[config.mk]
export PLATFORM = sky130hd
export DESIGN_NAME = lsu_rmw
export DESIGN_NICKNAME = d
export VERILOG_FILES = /design/src/rtl/lsu_rmw.sv
export SDC_FILE = /design/constraint.sdc
export NUM_CORES = 1
export LEC_CHECK = 0
export BUFFER_PORTS_ARGS = -buffer_cell sky130_fd_sc_hd__buf_4
export CAP_MARGIN = 20
export CORE_MARGIN = 3
export CORE_UTILIZATION = 50
export CTS_CLUSTER_SIZE = 16
export DETAILED_ROUTE_END_ITERATION = 6
export PLACE_DENSITY = 0.78
export SLEW_MARGIN = 25
export SYNTH_ARGS = -nofsm -noshare
export SYNTH_HDL_FRONTEND = slang
export SYNTH_SLANG_ARGS = --single-unit
[constraint.sdc]
create_clock -name clk -period 3 [get_ports clk]
set_input_delay 0.6 -clock clk [delete_from_list [all_inputs] [get_ports clk]]
set_output_delay 0.6 -clock clk [all_outputs]
set_load 0.03 [all_outputs]
[src/rtl/lsu_rmw.sv]
// lsu_rmw -- load/store unit between the execute stage and a word-only data memory.
//
// Byte/halfword/word loads are served by a single word read and lane extraction.
// Word stores write directly; byte/halfword stores use a read-modify-write over
// two memory cycles. Misaligned, out-of-range and illegal-funct3 requests
// are answered with an error code and never touch memory.
//
// Ports:
//   clk, rst_n        clock, asynchronous active-low reset
//   req_valid_i       core request valid
//   req_ready_o       unit idle and able to accept a request
//   req_we_i          1 = store, 0 = load
//   req_funct3_i      RV32I funct3 (LB/LH/LW/LBU/LHU, SB/SH/SW)
//   req_addr_i        byte address
//   req_wdata_i       store data, LSB-aligned
//   rsp_valid_o       response valid
//   rsp_ready_i       core accepts the response
//   rsp_rdata_o       extended load result (0 for stores and errors)
//   rsp_err_o         00 ok, 01 misaligned, 10 access fault, 11 illegal funct3
//   mem_addr_o        word-aligned memory address
//   mem_we_o          memory write enable
//   mem_wd_o          memory write data
//   mem_rd_i          memory combinational read data
module lsu_rmw #(
    parameter int ADDR_WIDTH = 32,
    parameter int DATA_WIDTH = 32,
    parameter int MEM_WORDS  = 1024
) (
    input  logic                  clk,
    input  logic                  rst_n,
    input  logic                  req_valid_i,
    output logic                  req_ready_o,
    input  logic                  req_we_i,
    input  logic [2:0]            req_funct3_i,
    input  logic [ADDR_WIDTH-1:0] req_addr_i,
    input  logic [DATA_WIDTH-1:0] req_wdata_i,
    output logic                  rsp_valid_o,
    input  logic                  rsp_ready_i,
    output logic [DATA_WIDTH-1:0] rsp_rdata_o,
    output logic [1:0]            rsp_err_o,
    output logic [ADDR_WIDTH-1:0] mem_addr_o,
    output logic                  mem_we_o,
    output logic [DATA_WIDTH-1:0] mem_wd_o,
    input  logic [DATA_WIDTH-1:0] mem_rd_i
);

    localparam logic [2:0] S_IDLE    = 3'd0;
    localparam logic [2:0] S_LOAD    = 3'd1;
    localparam logic [2:0] S_RMW_RD  = 3'd2;
    localparam logic [2:0] S_RMW_WR  = 3'd3;
    localparam logic [2:0] S_STORE_W = 3'd4;
    localparam logic [2:0] S_RESP    = 3'd5;

    localparam logic [1:0] ERR_OK      = 2'b00;
    localparam logic [1:0] ERR_MISALGN = 2'b01;
    localparam logic [1:0] ERR_FAULT   = 2'b10;
    localparam logic [1:0] ERR_ILLEGAL = 2'b11;

    // One extra bit so MEM_WORDS*4 is representable even when it equals 2**ADDR_WIDTH.
    localparam logic [ADDR_WIDTH:0] MEM_BYTES = (ADDR_WIDTH+1)'(64'(MEM_WORDS) * 64'd4);

    // Error classification with priority illegal > misaligned > fault.
    function automatic logic [1:0] classify(
        input logic                  we,
        input logic [2:0]            f3,
        input logic [ADDR_WIDTH-1:0] addr
    );
        logic illegal;
        logic misaligned;
        logic fault;
        if (we) begin
            illegal = (f3 > 3'b010);
        end else begin
            illegal = (f3 == 3'b011) || (f3 == 3'b110) || (f3 == 3'b111);
        end
        misaligned = ((f3[1:0] == 2'b01) && addr[0]) ||
                     ((f3[1:0] == 2'b10) && (addr[1:0] != 2'b00));
        fault      = ({1'b0, addr} >= MEM_BYTES);
        if (illegal)         return ERR_ILLEGAL;
        else if (misaligned) return ERR_MISALGN;
        else if (fault)      return ERR_FAULT;
        else                 return ERR_OK;
    endfunction

    // Pick the addressed lane and extend it to a full word.
    function automatic logic [DATA_WIDTH-1:0] load_extract(
        input logic [2:0]            f3,
        input logic [1:0]            off,
        input logic [DATA_WIDTH-1:0] word
    );
        logic signed [7:0]            b;
        logic signed [15:0]           h;
        logic signed [DATA_WIDTH-1:0] r;
        b = word[{off, 3'b000} +: 8];
        h = word[{off[1], 4'b0000} +: 16];
        case (f3)
            3'b000:  r = DATA_WIDTH'(b);
            3'b001:  r = DATA_WIDTH'(h);
            3'b100:  r = {24'd0, b};
            3'b101:  r = {16'd0, h};
            default: r = word;
        endcase
        return r;
    endfunction

    // Replace the addressed byte (SB) or halfword (SH) inside the old word.
    function automatic logic [DATA_WIDTH-1:0] store_merge(
        input logic [2:0]            f3,
        input logic [1:0]            off,
        input logic [DATA_WIDTH-1:0] word,
        input logic [DATA_WIDTH-1:0] wd
    );
        logic [DATA_WIDTH-1:0] m;
        m = word;
        if (f3[1:0] == 2'b00) begin
            m[{off, 3'b000} +: 8] = wd[7:0];
        end else begin
            m[{off[1], 4'b0000} +: 16] = wd[15:0];
        end
        return m;
    endfunction

    logic [2:0]            state_q;
    logic                  we_q;
    logic [2:0]            f3_q;
    logic [ADDR_WIDTH-1:0] addr_q;
    logic [DATA_WIDTH-1:0] wdata_q;
    logic [1:0]            err_q;
    logic [DATA_WIDTH-1:0] rdata_q;
    logic [DATA_WIDTH-1:0] merge_q;
    logic [1:0]            req_err;

    assign req_err = classify(req_we_i, req_funct3_i, req_addr_i);

    always_ff @(posedge clk or negedge rst_n) begin
        if (!rst_n) begin
            state_q <= S_IDLE;
            we_q    <= 1'b0;
            f3_q    <= 3'b000;
            addr_q  <= '0;
            wdata_q <= '0;
            err_q   <= ERR_OK;
            rdata_q <= '0;
            merge_q <= '0;
        end else begin
            case (state_q)
                S_IDLE: begin
                    if (req_valid_i) begin
                        we_q    <= req_we_i;
                        f3_q    <= req_funct3_i;
                        addr_q  <= req_addr_i;
                        wdata_q <= req_wdata_i;
                        err_q   <= req_err;
                        // Stores and errors respond with zero data.
                        rdata_q <= '0;
                        if (req_err != ERR_OK) begin
                            state_q <= S_RESP;
                        end else if (!req_we_i) begin
                            state_q <= S_LOAD;
                        end else if (req_funct3_i[1:0] == 2'b10) begin
                            state_q <= S_STORE_W;
                        end else begin
                            state_q <= S_RMW_RD;
                        end
                    end
                end
                S_LOAD: begin
                    rdata_q <= load_extract(f3_q, addr_q[1:0], mem_rd_i);
                    state_q <= S_RESP;
                end
                S_RMW_RD: begin
                    merge_q <= mem_rd_i;
                    state_q <= S_RMW_WR;
                end
                S_RMW_WR: begin
                    state_q <= S_RESP;
                end
                S_STORE_W: begin
                    state_q <= S_RESP;
                end
                S_RESP: begin
                    if (rsp_ready_i) begin
                        state_q <= S_IDLE;
                    end
                end
                default: begin
                    state_q <= S_IDLE;
                end
            endcase
        end
    end

    always_comb begin
        // rst_n gates ready so every output reads 0 while reset is held.
        req_ready_o = rst_n && (state_q == S_IDLE);
        rsp_valid_o = (state_q == S_RESP);
        rsp_rdata_o = (state_q == S_RESP) ? rdata_q : '0;
        rsp_err_o   = (state_q == S_RESP) ? err_q : ERR_OK;
        mem_addr_o  = '0;
        mem_we_o    = 1'b0;
        mem_wd_o    = '0;
        case (state_q)
            S_LOAD, S_RMW_RD: begin
                mem_addr_o = {addr_q[ADDR_WIDTH-1:2], 2'b00};
            end
            S_RMW_WR: begin
                mem_addr_o = {addr_q[ADDR_WIDTH-1:2], 2'b00};
                mem_we_o   = 1'b1;
                mem_wd_o   = store_merge(f3_q, addr_q[1:0], merge_q, wdata_q);
            end
            S_STORE_W: begin
                mem_addr_o = {addr_q[ADDR_WIDTH-1:2], 2'b00};
                mem_we_o   = 1'b1;
                mem_wd_o   = wdata_q;
            end
            default: begin
            end
        endcase
    end

    // we_q is informational only; the state already encodes load vs store.
    logic unused_we;
    assign unused_we = we_q;

endmodule

==> impl_metrics.ini <==
[run_status]
run_status = complete, no violations

[sta]
grt_setup_unrepaired = no
slew-limit-headroom = 0.3193
maxClockFrequency_mhz = 347.8
fin_setup_tns_ns = 0
slew_violations = 0
whs_ns = 0.2964
final_min_period_ns = 2.876
final.setup_skew_ns = 0.01036
timing_hold_violations_final = 0
final_min_period_over_clock_period = 0.9585
finalSetupViolations = 0
max_slew.worst_pin.slew_ns = 1.021

[grt]
grt_antenna_before_repair = 0
first_pass_grt_wire_length_um = 33240
global_route.usage.total = 0.2679
grt_overflow = 0
grt_max_degree = 137
via_count_of_the_first_global_routing_pass = 6068

[floorplan]
coreArea_sq_mm = 0.01356
placementRows = 42
horiz_die_dim_um = 125.2
die_area_sq_mm = 0.01568
floorplan.initialDensity = 0.5241
height_of_the_die_um = 125.2
top_level_ports = 205

[routing]
drc_violation_count_after_routing = 0
1st_pass_router_iterations = 5
first_iter_violations = 599
avgViaCountPerCell = 5.632
via_count = 6319
avgRoutedWirePerCell_um = 18.89
drtAntennaViolNets = 0
drt_wl_total_um = 21200

[min_path]
hold_path.class = in2async

[layout]
drive_above_1_share = 0.3372
area_growth_pct = 33.46
final_net_count = 1042
fillerInstances = 1069
layout_common_cells = nand2_1, buf_4, dfrtp_1
insertedDiodeCount = 0
layout.cells.most_common = nand2_1

[critical_path]
required_ns = 2.40
crit_path_kind = reg2out
critical_path.startpoint_type = flip-flop
critical_path_peak_fanout = 16
startpoint = f3_q[1]
r2r_cells = 5
regToRegSetupSlack_ns = 0.58
regToRegStartpoint = state_q[2]
worst_setup_path_endpoint = mem_wd_o[7]
r2r_end = rdata_q[22]
crit_path_end_kind = output pin
critical_path_arrival_ns = 2.28

[yosys]
synth_area_sq_mm = 0.007106
postSynthCellCount = 742
ys_top_cells_by_area = dfrtp_1, nand2_1, mux2_2
yosysSeqAreaShare = 0.4790
synth_top_area_share = 0.4790
postSynthRegisterBits = 136
top_cell_type_by_total_area_after_synthesis = dfrtp_1
ys_types = 54
yosysWarningCount = 0
post_synth.cell_area_avg_sq_um = 9.576

[pwr]
power_leakage_nw = 4.840
power_density_mw_per_mm2 = 1128
max_ir_drop_vdd_v = 0.0006513

[cts]
cts_tree = yes
clkSlewWorstSetupHoldPaths_ns = 0.06
cts_buffers = 17
cts_hold_repair.buffers = 0
clock_tree_sinks = 136
cts_root_buf = clkbuf_16
clock_tree_buf_depth = 2
worstSkewPairLatency_ns = 0.42
clock_tree.htree_level_count = 4

[place]
globalplace.congestion = 0.9130
place_hpwl_um = 15460
portBuffers = 202

[job]
cap_violations = 0
==> cell families after synthesis <==
family / share of synthesized area
simple gates: 0.2365
flops: 0.4790
compound gates: 0.1481
buf+inv: 0.04384
mux: 0.08206
fa+ha+maj: 0.008804
other cells: 0.0005278
xor+xnor: 0.001233
==> worst min-delay path by stage <==
stage                          from          end  slack (ns)
floorplan                     rst_n    addr_q[0]        0.30
global placement          addr_q[3]    addr_q[3]        0.45
detailed placement       addr_q[28]   addr_q[28]        0.45
CTS                           rst_n   rdata_q[2]        0.35
global route        req_wdata_i[16]  wdata_q[16]        0.36
finish                        rst_n   rdata_q[2]        0.30
==> flip-flops by register name, indices dropped and copies added, names as in the netlist <==
name,count
wdata_q,32
rdata_q,32
addr_q,32
f3_q,3
merge_q,32
err_q,2
state_q,3
==> layer usage <==
metal	up-vias	routed length (um)	global-route usage
met1	3031	8681	0.3509
met2	308	9717	0.4141
met4	0	708	0.1142
li1	2940	-	-
met5	-	0	0
met3	40	2088	0.08401
==> layout make-up <==
cell class / instances / area (sq um) / share of cell area
Sequential cell: 136 / 3403 / 0.3589
Inverter: 7 / 30.03 / 0.003167
Clock buffer: 21 / 470.5 / 0.04961
Multi-Input combinational cell: 546 / 3432 / 0.3619
Clock inverter: 11 / 192.7 / 0.02032
Timing Repair Buffer: 225 / 1734 / 0.1829
Tap cell: 176 / 220.2 / 0.02322
==> stage by stage <==
step,cell area (sq um),std cells,power [mW],worst slack [ns],utilization
after floorplan,7109,743,6.457,0.05532,-
after global placement,8750,1085,8.171,0.4451,0.6453
after detailed placement,8750,1085,8.272,0.4126,0.6453
after CTS,9432,1119,10.65,0.01051,0.6956
after global routing,9483,1122,11.27,0.02425,0.6994
final,9483,1122,10.70,0.1244,0.6994
==> what timing repair did <==
| item | 4_1_cts | 5_1_grt |
|---|---|---|
| pin swaps | 1 | 2 |
| resized for setup | 1 | 8 |
| endpoints found under the setup margin | 16 | 22 |
| buffers inserted | 2 | 3 |
==> worst max-delay path, cell delays in order (launching register included) <==
cell and delay, ns:
dfrtp_1 0.43, buf_4 0.23, o21ba_2 0.25, a211oi_2 0.54
a22o_1 0.24, buf_4 0.17
==> Yosys cell counts, drive strengths merged <==
cell type	instances
nor2	21
mux2i	11
or4b	1
a21oi	18
o31ai	1
nor3b	2
o41ai	1
nand3	1
a32o	8
clkbuf	23
and4b	1
a21o	2
nand3b	2
a22o	19
mux2	40
o21ba	1
ha	5
a31oi	3
or2	1
nor4	7
buf	31
o221ai	8
a211oi	2
nand2	232
dfrtp	136
nor3	3
mux4	1
a211o	1
a22oi	7
nand2b	10
and2	70
xnor2	1
o21ai	12
a41o	1
conb	1
and3b	2
inv	6
and3	8
nand4	1
a221o	34
clkinv	1
o2bb2ai	6
==> power by group <==
part	switching (mW)	internal, mW
logic	3.16	2.10
registers	0.566	2.53
clock network	0.798	1.54
Note: power is estimated with default switching activity, not from simulation.
